==> config.mk <==
export PLATFORM = sky130hd
export DESIGN_NAME = regfile_write_arbiter
export DESIGN_NICKNAME = d
export VERILOG_FILES = /design/src/rtl/regfile_write_arbiter.sv
export SDC_FILE = /design/constraint.sdc
export NUM_CORES = 1
export LEC_CHECK = 0
export CORE_ASPECT_RATIO = 0.6
export CORE_MARGIN = 4
export CORE_UTILIZATION = 25
export DETAILED_ROUTE_END_ITERATION = 8
export GPL_TIMING_DRIVEN = 0
export PLACE_DENSITY = 0.71
export SYNTH_ARGS = -nofsm -noshare
export SYNTH_HDL_FRONTEND = slang
export SYNTH_SLANG_ARGS = --single-unit
==> constraint.sdc <==
create_clock -name clk -period 3 [get_ports clk]
set_clock_uncertainty 0.05 [all_clocks]
set_input_delay 0.6 -clock clk [delete_from_list [all_inputs] [get_ports clk]]
set_output_delay 0.6 -clock clk [all_outputs]
set_load 0.02 [all_outputs]
==> src/rtl/regfile_write_arbiter.sv <==
// Round-robin arbiter sharing the register file's single write port among NREQ requesters.
// The winning write is registered into a one-entry output stage; writes to ZERO_REG are dropped.
module regfile_write_arbiter #(
  parameter int unsigned NREQ       = 3,
  parameter int unsigned DATA_WIDTH = 64,
  parameter logic [4:0]  ZERO_REG   = 5'd31
) (
  input  logic                       clk,
  input  logic                       reset_n,
  input  logic [NREQ-1:0]            req_valid,
  input  logic [NREQ*5-1:0]          req_addr,
  input  logic [NREQ*DATA_WIDTH-1:0] req_data,
  output logic [NREQ-1:0]            req_ready,
  input  logic                       wr_stall,
  output logic                       wr_en,
  output logic [4:0]                 wr_addr,
  output logic [DATA_WIDTH-1:0]      wr_data,
  output logic [7:0]                 drop_count
);

  localparam int unsigned PtrW = $clog2(NREQ);

  logic [PtrW-1:0]       ptr_q, ptr_d;
  logic                  wr_en_q, wr_en_d;
  logic [4:0]            wr_addr_q, wr_addr_d;
  logic [DATA_WIDTH-1:0] wr_data_q, wr_data_d;
  logic [7:0]            drop_q, drop_d;

  logic [PtrW-1:0]       grant_idx;
  logic [PtrW-1:0]       cand;
  logic                  found;
  logic                  xfer;
  int                    idx;
  logic [4:0]            sel_addr;
  logic [DATA_WIDTH-1:0] sel_data;

  // Search starts just past the last winner and wraps; first valid requester wins.
  always_comb begin
    grant_idx = ptr_q;
    cand      = ptr_q;
    found     = 1'b0;
    idx       = 0;
    for (int k = 1; k <= int'(NREQ); k++) begin
      idx  = (int'(ptr_q) + k) % int'(NREQ);
      cand = PtrW'(idx);
      if (!found && req_valid[cand]) begin
        found     = 1'b1;
        grant_idx = cand;
      end
    end
    xfer      = found && !wr_stall && reset_n;
    req_ready = '0;
    if (xfer) begin
      req_ready[grant_idx] = 1'b1;
    end
  end

  assign sel_addr = req_addr[int'(grant_idx)*5 +: 5];
  assign sel_data = req_data[int'(grant_idx)*DATA_WIDTH +: DATA_WIDTH];

  always_comb begin
    ptr_d     = ptr_q;
    wr_en_d   = 1'b0;
    wr_addr_d = wr_addr_q;
    wr_data_d = wr_data_q;
    drop_d    = drop_q;
    if (xfer) begin
      ptr_d = grant_idx;
      if (sel_addr == ZERO_REG) begin
        if (drop_q != 8'hFF) begin
          drop_d = drop_q + 8'd1;
        end
      end else begin
        wr_en_d   = 1'b1;
        wr_addr_d = sel_addr;
        wr_data_d = sel_data;
      end
    end
  end

  always_ff @(posedge clk or negedge reset_n) begin
    if (!reset_n) begin
      ptr_q     <= PtrW'(NREQ - 1);
      wr_en_q   <= 1'b0;
      wr_addr_q <= '0;
      wr_data_q <= '0;
      drop_q    <= '0;
    end else begin
      ptr_q     <= ptr_d;
      wr_en_q   <= wr_en_d;
      wr_addr_q <= wr_addr_d;
      wr_data_q <= wr_data_d;
      drop_q    <= drop_d;
    end
  end

  assign wr_en      = wr_en_q;
  assign wr_addr    = wr_addr_q;
  assign wr_data    = wr_data_q;
  assign drop_count = drop_q;

endmodule

==> results of run 1 <==
-- worst max-delay path: stages (launching register included) --
cell,delay [ns]
dfstp_2,0.58
inv_2,0.07
ha_4,0.19
buf_4,0.15
o21ai_0,0.24
o22a_1,0.27
o21ai_2,0.09
clkbuf_8,0.17
clkbuf_16,0.15
nor3_4,0.12
buf_6,0.14
-- timing repair --
action,in CTS,in global routing
gates resized for setup,101,50
setup endpoints to repair,82,80
pin swaps,13,5
cloned,1,0
setup buffers,30,2
-- registers in the layout (all words and copies together) (netlist names) --
| name | cells |
|---|---|
| drop_count | 8 |
| ptr_q | 2 |
| wr_addr | 5 |
| wr_data | 64 |
| wr_en | 1 |
-- cells in the mapped netlist (2+ instances only) --
master	n	area, um2
a211oi_1	4	30.0
a21oi_1	200	1000
buf_1	2	7.51
buf_2	13	65.1
buf_4	5	37.5
clkbuf_1	27	101
dfrtp_1	79	1980
ha_1	5	62.6
inv_1	4	15.0
mux2i_1	5	50.1
nand2_1	145	544
nand3_1	7	35.0
nand3b_1	3	22.5
nor2_1	76	285
nor3_1	5	25.0
nor4_1	3	18.8
o21ai_0	6	30.0
o21ai_1	4	20.0
o22a_1	2	17.5
xor2_1	7	61.3
-- routing by layer --
metal	global-route usage	vias up	routed length (um)
li1	-	2797	-
met1	0.250	2679	9030
met2	0.311	249	9210
met3	0.0700	23	2040
met4	0.0362	2	298
met5	0	-	7
-- worst max-delay path by stage --
stage,cells past startpoint,to,startpoint
finish,10,req_ready[0],ptr_q[1]
floorplan,8,req_ready[0],ptr_q[1]
global route,10,req_ready[0],ptr_q[1]
detailed placement,9,req_ready[1],req_valid[2]
global placement,6,wr_data[12],reset_n
CTS,10,req_ready[0],ptr_q[1]
-- area by class of cell --
class,instances,area (um2)
Fill cell,1755,9150
Multi-Input combinational cell,492,2590
Tap cell,240,300
Timing Repair Buffer,327,3240
Inverter,4,15.0
Clock buffer,11,243
Buffer,44,442
Sequential cell,80,2000
Clock inverter,5,80.1
-- cells by family (layout without fill, tap and decap cells) --
group / Yosys count / count (layout) / synth area share
simple gates: 246 / 246 / 0.215
compound gates: 228 / 228 / 0.261
flops: 80 / 80 / 0.434
buf+inv: 51 / 391 / 0.0491
xor+xnor: 7 / 7 / 0.0133
mux: 6 / 6 / 0.0133
fa+ha+maj: 5 / 5 / 0.0136
-- through the flow --
step	std cells	setup TNS (ns)	util	setup WS [ns]
6_report	1203	-0.949	0.494	-0.144
5_1_grt	1203	-13.86	0.494	-0.276
4_1_cts	1201	-0.383	0.484	-0.128
3_5_place_dp	1157	-96.01	0.436	-1.43
3_3_place_gp	1156	-445.65	0.434	-3.83
2_1_floorplan	623	0	-	0.00306
-- report_power, final --
part	total (mW)	internal [mW]	leakage, nW	switching [mW]
logic	7.84	3.37	2.57	4.47
clock network	1.21	0.751	0.152	0.458
registers	1.89	1.60	0.926	0.284
total	10.9	5.72	3.65	5.21
-- layout by cell type, fill, tap and decap left out, types with 4 or more instances in the layout --
cell and n:
clkdlybuf4s50_1 288, a21oi_1 196, nand2_1 145, dfrtp_1 79, nor2_1 71, buf_4 33, buf_6 11, clkbuf_16 11
clkbuf_2 8, clkbuf_1 8, buf_8 7, xor2_1 7, nand3_1 6, o21ai_0 5, buf_12 5, clkbuf_8 4
nor2_2 4, a211oi_1 4, a21oi_2 4
==> run summary, run 1 <==
Crit Path Class: register to output port
Worst EP required: 2.35 ns
synthesized cell area: 4610 um2
drt pass-1 iters: 4
Crit Reg-Reg Endpoint: drop_count[1]
top_reg_cell synth: dfrtp_1
final WL: 20,600 um
DRT iter0 DRCs: 319
clk sink count: 80
CTS tree: built
Setup crit start kind: register
Tmin final: 3.14 ns
Total GRT Usage: 0.192
row count: 38
Area after DPL: 7870 um2
Avg Cell Area, Syn: 7.40 um2
clk slew on worst S/H paths: 0.07 ns
largest net degree at the start of global routing: 44
Port Buffer Count: 293
via count: 5,750
CP max FO: 5
Pins Over Slew Limit: 0
Static Leak: 3.65 nW
Worst-Margin Slew: 0.617 ns
Via density: 4.78
ys async rst share: 1.00
ANT nets after route: 0
RSZ-0062 raised after global routing: yes
core footprint: 18,100 um2
failing checks: negative setup slack
Peak VDD IR: 0.658 mV
Peak Freq: 0.318 GHz
NumNets Final: 1,176
Synthesized Nets: 841
sequential area share after synthesis: 0.434
worst hold path class: input pin to async pin
outcome: complete, but fails checks
CTS Buffer Depth: 2
Total Power: 10.9 mW
GP Congestion: 0.842
CTS Buf Count: 9
grt ovf: 0
Ports: 294
Cells after Synth: 623
crit path DAT: 2.49 ns
first-pass GRT wire length: 31,400 um
Die Width: 183 um
fin crit share: 1.05
Initial Util: 0.255
Area growth syn-to-layout: 93.3%
share of layout cells above drive strength 1: 0.129
Setup violations, final: 31
number of global-route vias before repair: 5,775
DRC viols: 0
initial antenna violation count: 1
minimum hold slack: 0.206 ns
Post-synth EDFFs: 0
yosys warns: 0
Ant. Diodes: 0
Root Driver: clkbuf_16
cts hold-fix bufs: 0
R2R Path Start: ptr_q[0]
reg2reg path depth: 14
setup ws final: -0.144 ns
Reg2Reg Setup Slack: -0.08 ns
Crit. End Element: output port
pwr dens: 1230 nW/um2
dpl hpwl: 15,500 um
WL per Instance: 17.1 um
Max-Cap Viols: 0
final hold vios: 0
fin area: 8920 um2
H-tree depth: 3
Max transition margin: 0.588
#FFs+latches synth: 80
Die Span Y: 113 um
synth unique cells: 41
die area: 20,800 um2
worst skew pair latency: 0.33 ns
Power figures use the tool's default switching activity.
==> run 2, diff against run 1 <==
--- a/config.mk
+++ b/config.mk
@@ -5,12 +5,13 @@
 export SDC_FILE = /design/constraint.sdc
 export NUM_CORES = 1
 export LEC_CHECK = 0
+export ABC_AREA = 1
 export CORE_ASPECT_RATIO = 0.6
 export CORE_MARGIN = 4
 export CORE_UTILIZATION = 25
 export DETAILED_ROUTE_END_ITERATION = 8
 export GPL_TIMING_DRIVEN = 0
-export PLACE_DENSITY = 0.71
+export PLACE_DENSITY = 0.69
 export SYNTH_ARGS = -nofsm -noshare
 export SYNTH_HDL_FRONTEND = slang
 export SYNTH_SLANG_ARGS = --single-unit
==> run summary, run 2 <==
outcome: complete, but fails checks (unchanged)
failing checks: negative setup slack (unchanged)
share of layout cells above drive strength 1: 0.132 (was 0.129)
Port Buffer Count: 293 (unchanged)
Root Driver: clkbuf_16 (unchanged)
core footprint: 19,200 um2 (was 18,100 um2)
WL met1: 9560 um (was 9030 um)
Max transition margin: 0.628 (was 0.588)
met3 routed WL: 1890 um (was 2040 um)
initial antenna violation count: 0 (was 1)
CTS Buffer Depth: 2 (unchanged)
fin crit share: 1.01 (was 1.05)
P_sw: 7.20 mW (was 5.21 mW)
top_reg_cell synth: dfrtp_1 (unchanged)
Worst EP required: 2.35 ns (about the same)
Core Util, Final: 0.480 (was 0.494)
clk slew on worst S/H paths: 0.07 ns (about the same)
largest cells by area after synthesis: dfrtp_1, nand2_1, o21ai_0 (was dfrtp_1, a21oi_1, nand2_1)
Max Used Layer: met4 (was met5)
minimum hold slack: 0.166 ns (was 0.206 ns)
synthesized cell area: 4930 um2 (was 4610 um2)
yosys warns: 0 (unchanged)
worst hold path class: input pin to async pin (unchanged)
clk sink count: 80 (unchanged)
power share of the clock group: 0.082 (was 0.111)
Tmin final: 3.03 ns (was 3.14 ns)
Die Width: 189 um (was 183 um)
drt pass-1 iters: 4 (unchanged)
ys async rst share: 1.00 (unchanged)
Pins Over Slew Limit: 0 (unchanged)
setup ws final: -0.0324 ns (was -0.144 ns)
NumNets Final: 1,308 (was 1,176)
sequential power share: 0.133 (was 0.173)
most common cell after layout, fill and taps aside: nand2_1 (was clkdlybuf4s50_1)
switching share of power: 0.534 (was 0.477)
Worst-Margin Slew: 0.558 ns (was 0.617 ns)
cts hold-fix bufs: 0 (unchanged)
WL per Instance: 15.9 um (was 17.1 um)
DRT iter0 DRCs: 291 (was 319)
synth unique cells: 26 (was 41)
RSZ-0062 raised after global routing: yes (unchanged)
CTS tree: built (unchanged)
pre-CTS setup slack: -1.07 ns (was -1.43 ns)
Ports: 294 (unchanged)
top-count cell post-synth: nand2_1 (was a21oi_1)
final hold vios: 0 (unchanged)
Via density: 4.49 (was 4.78)
final WL: 21,600 um (was 20,600 um)
Comb pwr share: 0.785 (was 0.717)
met2 WL post-DR: 10,000 um (was 9210 um)
sequential area share after synthesis: 0.407 (was 0.434)
worst skew pair latency: 0.34 ns (was 0.33 ns)
largest net degree at the start of global routing: 50 (was 44)
Synth area leader: dfrtp_1 (unchanged)
Max-Cap Viols: 0 (unchanged)
CP max FO: 10 (was 5)
main combinational cell family by area after synthesis: simple AND/OR/NAND/NOR gates (was compound AO/OA/AOI/OAI gates)
via count: 6,117 (was 5,750)
share of the synthesized area in the top cell type: 0.401 (was 0.429)
Post-synth top cells: nand2_1, o21ai_0, dfrtp_1 (was a21oi_1, nand2_1, dfrtp_1)
Post-synth EDFFs: 0 (unchanged)
Peak Freq: 0.330 GHz (was 0.318 GHz)
DRC viols: 0 (unchanged)
Crit. End Element: output port (unchanged)
Cells after Synth: 747 (was 623)
grt ovf: 0 (unchanged)
internal power: 6.28 mW (was 5.72 mW)
Initial Util: 0.257 (was 0.255)
Setup Total Neg Slack: -0.0676 ns (was -0.949 ns)
CTS Buf Count: 9 (unchanged)
max FFs per register: 64 (unchanged)
Fillers: 1,890 (was 1,755)
Synthesized Nets: 965 (was 841)
ANT nets after route: 0 (unchanged)
Post-Synth Simple-Gate Area: 0.370 (was 0.215)
Avg Cell Area, Syn: 6.60 um2 (was 7.40 um2)
area share of fa/ha/maj cells after synthesis: 0.0127 (was 0.0136)
Area growth syn-to-layout: 86.9% (was 93.3%)
compound-gate portion of the synthesized area: 0.139 (was 0.261)
GP Congestion: 0.894 (was 0.842)
XOR/XNOR share of the synthesized area: 0.00889 (was 0.0133)
die area: 22,100 um2 (was 20,800 um2)
Die Span Y: 117 um (was 113 um)
first-pass GRT wire length: 32,200 um (was 31,400 um)
crit path DAT: 2.38 ns (was 2.49 ns)
Static Leak: 4.22 nW (was 3.65 nW)
mux cell area share after synthesis: 0 (was 0.0133)
number of global-route vias before repair: 6,151 (was 5,775)
Setup crit start kind: register (unchanged)
Setup violations, final: 4 (was 31)
dpl hpwl: 16,300 um (was 15,500 um)
Ant. Diodes: 0 (unchanged)
Peak VDD IR: 0.731 mV (was 0.658 mV)
#FFs+latches synth: 80 (unchanged)
row count: 39 (was 38)
Total GRT Usage: 0.184 (was 0.192)
Crit Path Class: register to output port (unchanged)
most frequent cells in the layout: nand2_1, clkdlybuf4s50_1, o21ai_0, dfrtp_1, nor2_1 (was clkdlybuf4s50_1, a21oi_1, nand2_1, dfrtp_1, nor2_1)
pwr dens: 1460 nW/um2 (was 1230 nW/um2)
H-tree depth: 3 (unchanged)
Total Power: 13.5 mW (was 10.9 mW)
## run 2: area by class of cell
cell class | instances | area (um2) | area share
Timing Repair Buffer | 333 | 3280 | 0.357
Multi-Input combinational cell | 594 | 2850 | 0.310
Sequential cell | 80 | 2000 | 0.218
Tap cell | 266 | 333 | 0.0361
Buffer | 41 | 312 | 0.0338
Clock buffer | 10 | 229 | 0.0249
Inverter | 31 | 126 | 0.0137
Clock inverter | 6 | 68.8 | 0.00747
## run 2: kinds of logic (layout without fill, tap and decap cells)
family          after synthesis  in the layout
buf+inv                      73            421
fa+ha+maj                     5              5
flops                        80             80
xor+xnor                      5              5
compound gates              135            135
simple gates                449            449
## run 2: per-stage QoR
| stage | instance area [um2] | cells |
|---|---|---|
| after floorplan | 4930 | 747 |
| after global placement | 8190 | 1306 |
| after detailed placement | 8220 | 1307 |
| after CTS | 8870 | 1348 |
| after global routing | 9210 | 1361 |
| final | 9210 | 1361 |
## run 2: worst max-delay path, stage by stage (launching register included)
cell	delay, ns
dfstp_2	0.57
inv_2	0.07
ha_4	0.20
inv_4	0.09
nand3_4	0.09
nand2_4	0.12
nand3_4	0.15
buf_6	0.16
nand2_4	0.06
nand2_4	0.07
buf_12	0.13
buf_12	0.13
nor2_4	0.10
buf_6	0.11
## run 2: what timing repair did
item,in CTS,in global routing
buffers inserted,25,14
resized for setup,68,96
pin swaps,15,20
setup endpoints to repair,80,81
## run 2: layer usage
layer / GRT usage / vias up
met5: 0 / -
met4: 0.0294 / 0
met3: 0.0606 / 9
met2: 0.310 / 218
met1: 0.237 / 2804
li1: - / 3086
## run 2: final timing paths
path,start,end,cells past startpoint,slack [ns]
min reg2reg,wr_data[36],wr_data[36],2,0.43
min,reset_n,wr_data[56],1,0.17
min in group clk,wr_data[36],wr_data[36],2,0.43
max,ptr_q[1],req_ready[1],13,-0.03
max reg2reg,ptr_q[1],ptr_q[1],23,-0.02
max in group asynchronous,reset_n,ptr_q[1],2,2.06
## run 2: power by group through the flow
stage,Sequential [mW],Clock [mW],Combinational [mW]
floorplan,2.27,0,4.87
global route,1.84,1.21,11.8
detailed placement,1.80,0,8.78
finish,1.79,1.11,10.6
CTS,1.80,1.15,9.59
global placement,1.79,0,8.72
==> run 3, diff against run 2 <==
--- a/config.mk
+++ b/config.mk
@@ -9,9 +9,11 @@
 export CORE_ASPECT_RATIO = 0.6
 export CORE_MARGIN = 4
 export CORE_UTILIZATION = 25
+export CTS_BUF_LIST = sky130_fd_sc_hd__clkbuf_16
 export DETAILED_ROUTE_END_ITERATION = 8
 export GPL_TIMING_DRIVEN = 0
 export PLACE_DENSITY = 0.69
 export SYNTH_ARGS = -nofsm -noshare
 export SYNTH_HDL_FRONTEND = slang
 export SYNTH_SLANG_ARGS = --single-unit
+export TNS_END_PERCENT = 100
==> run summary, run 3 (synthesized netlist as in run 2, its figures left out) <==
outcome: complete, but fails checks (unchanged)
failing checks: negative setup slack (unchanged)
Crit-path slowest cell: dfstp_2 (unchanged)
crit path DAT: 2.38 ns (about the same)
number of global-route vias before repair: 6,151 (unchanged)
CTS Buffer Depth: 2 (unchanged)
row count: 39 (unchanged)
Initial Util: 0.257 (unchanged)
CP max FO: 10 (unchanged)
sequential power share: 0.133 (about the same)
most common cell after layout, fill and taps aside: nand2_1 (unchanged)
Via density: 4.49 (about the same)
internal power: 6.27 mW (was 6.28 mW)
Layout Cells excl Fill: 1,361 (unchanged)
initial antenna violation count: 0 (unchanged)
NumNets Final: 1,308 (unchanged)
Ports: 294 (unchanged)
CTS tree: built (unchanged)
worst hold path class: input pin to async pin (unchanged)
final hold vios: 0 (unchanged)
clk sink count: 80 (unchanged)
DRT iter0 DRCs: 291 (unchanged)
Crit path top cell by count: nand2_4 (unchanged)
Worst EP required: 2.35 ns (about the same)
Worst path max stage delay: 0.57 ns (about the same)
Area growth syn-to-layout: 86.9% (unchanged)
grt ovf: 0 (unchanged)
Max transition margin: 0.628 (unchanged)
ANT nets after route: 0 (unchanged)
core footprint: 19,200 um2 (unchanged)
dpl hpwl: 16,300 um (unchanged)
CP Cell Sequence: inv_2, ha_4, inv_4, nand3_4, nand2_4, nand3_4, buf_6, nand2_4, nand2_4, buf_12, buf_12, nor2_4, buf_6 (unchanged)
via count: 6,116 (was 6,117)
clk slew on worst S/H paths: 0.07 ns (about the same)
Worst-Margin Slew: 0.558 ns (unchanged)
power share of the clock group: 0.082 (about the same)
Comb pwr share: 0.785 (about the same)
GP Congestion: 0.894 (unchanged)
Total Power: 13.5 mW (about the same)
Setup violations, final: 4 (unchanged)
WL per Instance: 15.9 um (unchanged)
Crit. End Element: output port (unchanged)
Ant. Diodes: 0 (unchanged)
Die Span Y: 117 um (unchanged)
most frequent cells in the layout: nand2_1, clkdlybuf4s50_1, o21ai_0, dfrtp_1, nor2_1 (unchanged)
worst skew pair latency: 0.34 ns (about the same)
CP bufs+invs: 6 (unchanged)
drt pass-1 iters: 4 (unchanged)
DRC viols: 0 (unchanged)
Peak Freq: 0.330 GHz (about the same)
Static Leak: 4.22 nW (about the same)
H-tree depth: 3 (unchanged)
fin crit share: 1.01 (about the same)
Total GRT Usage: 0.184 (unchanged)
share of layout cells above drive strength 1: 0.132 (unchanged)
pwr dens: 1460 nW/um2 (about the same)
P_sw: 7.20 mW (about the same)
CTS Buf Count: 9 (unchanged)
Die Width: 189 um (unchanged)
RSZ-0062 raised after global routing: yes (unchanged)
die area: 22,100 um2 (unchanged)
Crit Path Class: register to output port (unchanged)
Tmin final: 3.03 ns (about the same)
Core Util, Final: 0.480 (unchanged)
Placed Cells: 1,307 (unchanged)
largest net degree at the start of global routing: 50 (unchanged)
Port Buffer Count: 293 (unchanged)
setup ws final: -0.0323 ns (was -0.0324 ns)
Root Driver: clkbuf_16 (unchanged)
Pins Over Slew Limit: 0 (unchanged)
max FFs per register: 64 (unchanged)
final WL: 21,600 um (unchanged)
switching share of power: 0.534 (about the same)
Crit path max-delay family: buffers and inverters (unchanged)
Setup crit start kind: register (unchanged)
Peak VDD IR: 0.731 mV (about the same)
Max-Cap Viols: 0 (unchanged)
first-pass GRT wire length: 32,200 um (unchanged)
==> run 3: through the flow <==
stage | setup slack (ns) | cell area (um2) | setup TNS, ns | hold WS, ns
final | -0.0323 | 9210 | -0.0674 | 0.166
after global routing | -0.138 | 9210 | -2.73 | 0.182
after CTS | -0.133 | 8870 | -0.400 | 0.165
after detailed placement | -1.07 | 8220 | -42.62 | 0.414
after global placement | -3.83 | 8190 | -421.48 | 0.412
after floorplan | 0.0873 | 4930 | 0 | 0.254
==> run 3: timing repair <==
item                       4_1_cts  5_1_grt
hold buffers                     0        0
pin swaps                       15       20
setup buffers                   25       14
gates resized for setup         68       96
setup endpoints to repair       80       81
==> run 3: final timing paths <==
kind / from / to / slack (ns) / depth (start not counted)
worst min register to register: wr_data[36] / wr_data[36] / 0.43 / 2
worst max register to register: ptr_q[1] / ptr_q[1] / -0.02 / 23
worst max-delay path: ptr_q[1] / req_ready[1] / -0.03 / 13
max in group asynchronous: reset_n / ptr_q[1] / 2.06 / 2
worst min-delay path: reset_n / wr_data[56] / 0.17 / 1
min in group clk: wr_data[36] / wr_data[36] / 0.43 / 2
==> run 3: power by group through the flow <==
stage	sequential (mW)	clock [mW]	combinational, mW
floorplan	2.27	0	4.87
global placement	1.79	0	8.72
detailed placement	1.80	0	8.78
CTS	1.80	1.15	9.59
global route	1.84	1.20	11.8
finish	1.79	1.11	10.6
==> run 3: per-layer routing <==
| layer | vias to the layer above | GRT usage | share of wire |
|---|---|---|---|
| met2 | 218 | 0.310 | 0.46 |
| met4 | 0 | 0.0294 | 0.0065 |
| li1 | 3086 | - | - |
| met3 | 9 | 0.0606 | 0.088 |
| met5 | - | 0 | 0 |
| met1 | 2803 | 0.237 | 0.44 |
==> run 3: layout make-up <==
class	count	area (um2)
Buffer	41	312
Clock buffer	9	225
Tap cell	266	333
Sequential cell	80	2000
Timing Repair Buffer	333	3280
Multi-Input combinational cell	594	2850
Inverter	31	126
Clock inverter	7	72.6
Fill cell	1890	9970
==> variant, RTL diff (config.mk and constraints of run 1) <==
Register the output `drop_count` once more, cleared by the reset; this adds one clock of latency there. The other outputs are not delayed to match.
--- a/src/rtl/regfile_write_arbiter.sv
+++ b/src/rtl/regfile_write_arbiter.sv
@@ -97,7 +97,13 @@
   assign wr_en      = wr_en_q;
   assign wr_addr    = wr_addr_q;
   assign wr_data    = wr_data_q;
-  assign drop_count = drop_q;
+  always_ff @(posedge clk or negedge reset_n) begin
+    if (!reset_n) begin
+      drop_count <= '0;
+    end else begin
+      drop_count <= drop_q;
+    end
+  end
 
 endmodule
 
Check against the original RTL: not equivalent (a bounded check fails within 4 cycles, from zero or initial values and one cycle with reset_n low).
==> variant against run 1 <==
- total power up 1.5%
- first-iteration DRC count up 9.4%
- sequential cell count up 8
- routed wire length up 6.8%
- setup slack worse by 0.012 ns
- largest cell class unchanged
- final area up 2.5%
- area after synthesis up 3.8%
- register-to-register slack about the same
- the run still ends with negative setup slack left
==> variant: results (changes against run 1) <==
finish:
  nets: 1195  # +1.6%
  fillers: 1783  # +1.6%
  clk_share_pct: 3.409  # -0.21 points
grt:
  grt_use_met3_pct: 6.675  # -0.33 points
  grt_usage_pct: 19.65  # +0.45 points
  grtUsageMet1_pct: 25.10  # +0.13 points
  met2_usage_pct: 33.31  # +2.2 points
  grt_pass1_vias: 6007  # +4.0%
placed_design:
  place_congestion: 0.8552  # +1.6%
  place_ws_ns: -1.549  # -0.1241 ns
synthesis:
  synthTopCellsByCount: "a21oi_1 (200), nand2_1 (146), dfrtp_1 (87)"
  ys_types: 35  # -15%
  synth_mux_area_share_pct: 1.280  # -0.049 points
  ys_seq_area_share_pct: 46.02  # +2.6 points
  yosys.area_share.xor_xnor_pct: 1.280  # -0.049 points
  synth_fa_ha_area_share_pct: 1.307  # -0.050 points
detailed_routing:
  wl_met1_mm: 9.509  # +5.3%
  highest_layer: "met4"
  wl_met3_mm: 1.964  # -3.5%
timing:
  setup_ws_ns: -0.1564  # -0.01229 ns
  relSlewSlack_pct: 66.74  # +7.9 points
  finalSetupViolCount: 10  # -68%
status:
  status: "complete, but fails checks"
  violations: "negative setup slack"
power_and_ir_drop:
  comb-power_mw: 7.89  # +0.6%
  pwr_density_cell_nw_per_um2: 1214  # -0.98%
critical_path:
  crit-reg2reg-launch: "ptr_q[1]"
  crit_path_end: "req_ready[2]"
## variant: cell types whose count changed after synthesis, sizes merged
| cell | run 1 | this run |
|---|---|---|
| nor4b | 1 | 0 |
| clkbuf | 27 | 33 |
| o21bai | 1 | 0 |
| dfrtp | 79 | 87 |
| nor4 | 4 | 1 |
| buf | 20 | 14 |
| nand4 | 1 | 3 |
| nor3b | 1 | 0 |
| nor2 | 76 | 81 |
| nand3 | 7 | 5 |
| and3 | 1 | 2 |
| nor3 | 5 | 7 |
| nand2 | 145 | 146 |
## variant: through the flow
step | setup TNS [ns] | cells | hold slack, ns | area, µm² | util (%)
after floorplan | -0.05965 | 634 | 0.2544 | 4788 | -
after global placement | -521.34 | 1167 | 0.3612 | 8021 | 43.48
after detailed placement | -101.49 | 1168 | 0.3639 | 8046 | 43.62
after CTS | -0.4418 | 1213 | 0.1363 | 8931 | 48.41
after global routing | -6.418 | 1222 | 0.1496 | 9140 | 49.55
final | -0.5168 | 1222 | 0.1353 | 9140 | 49.55
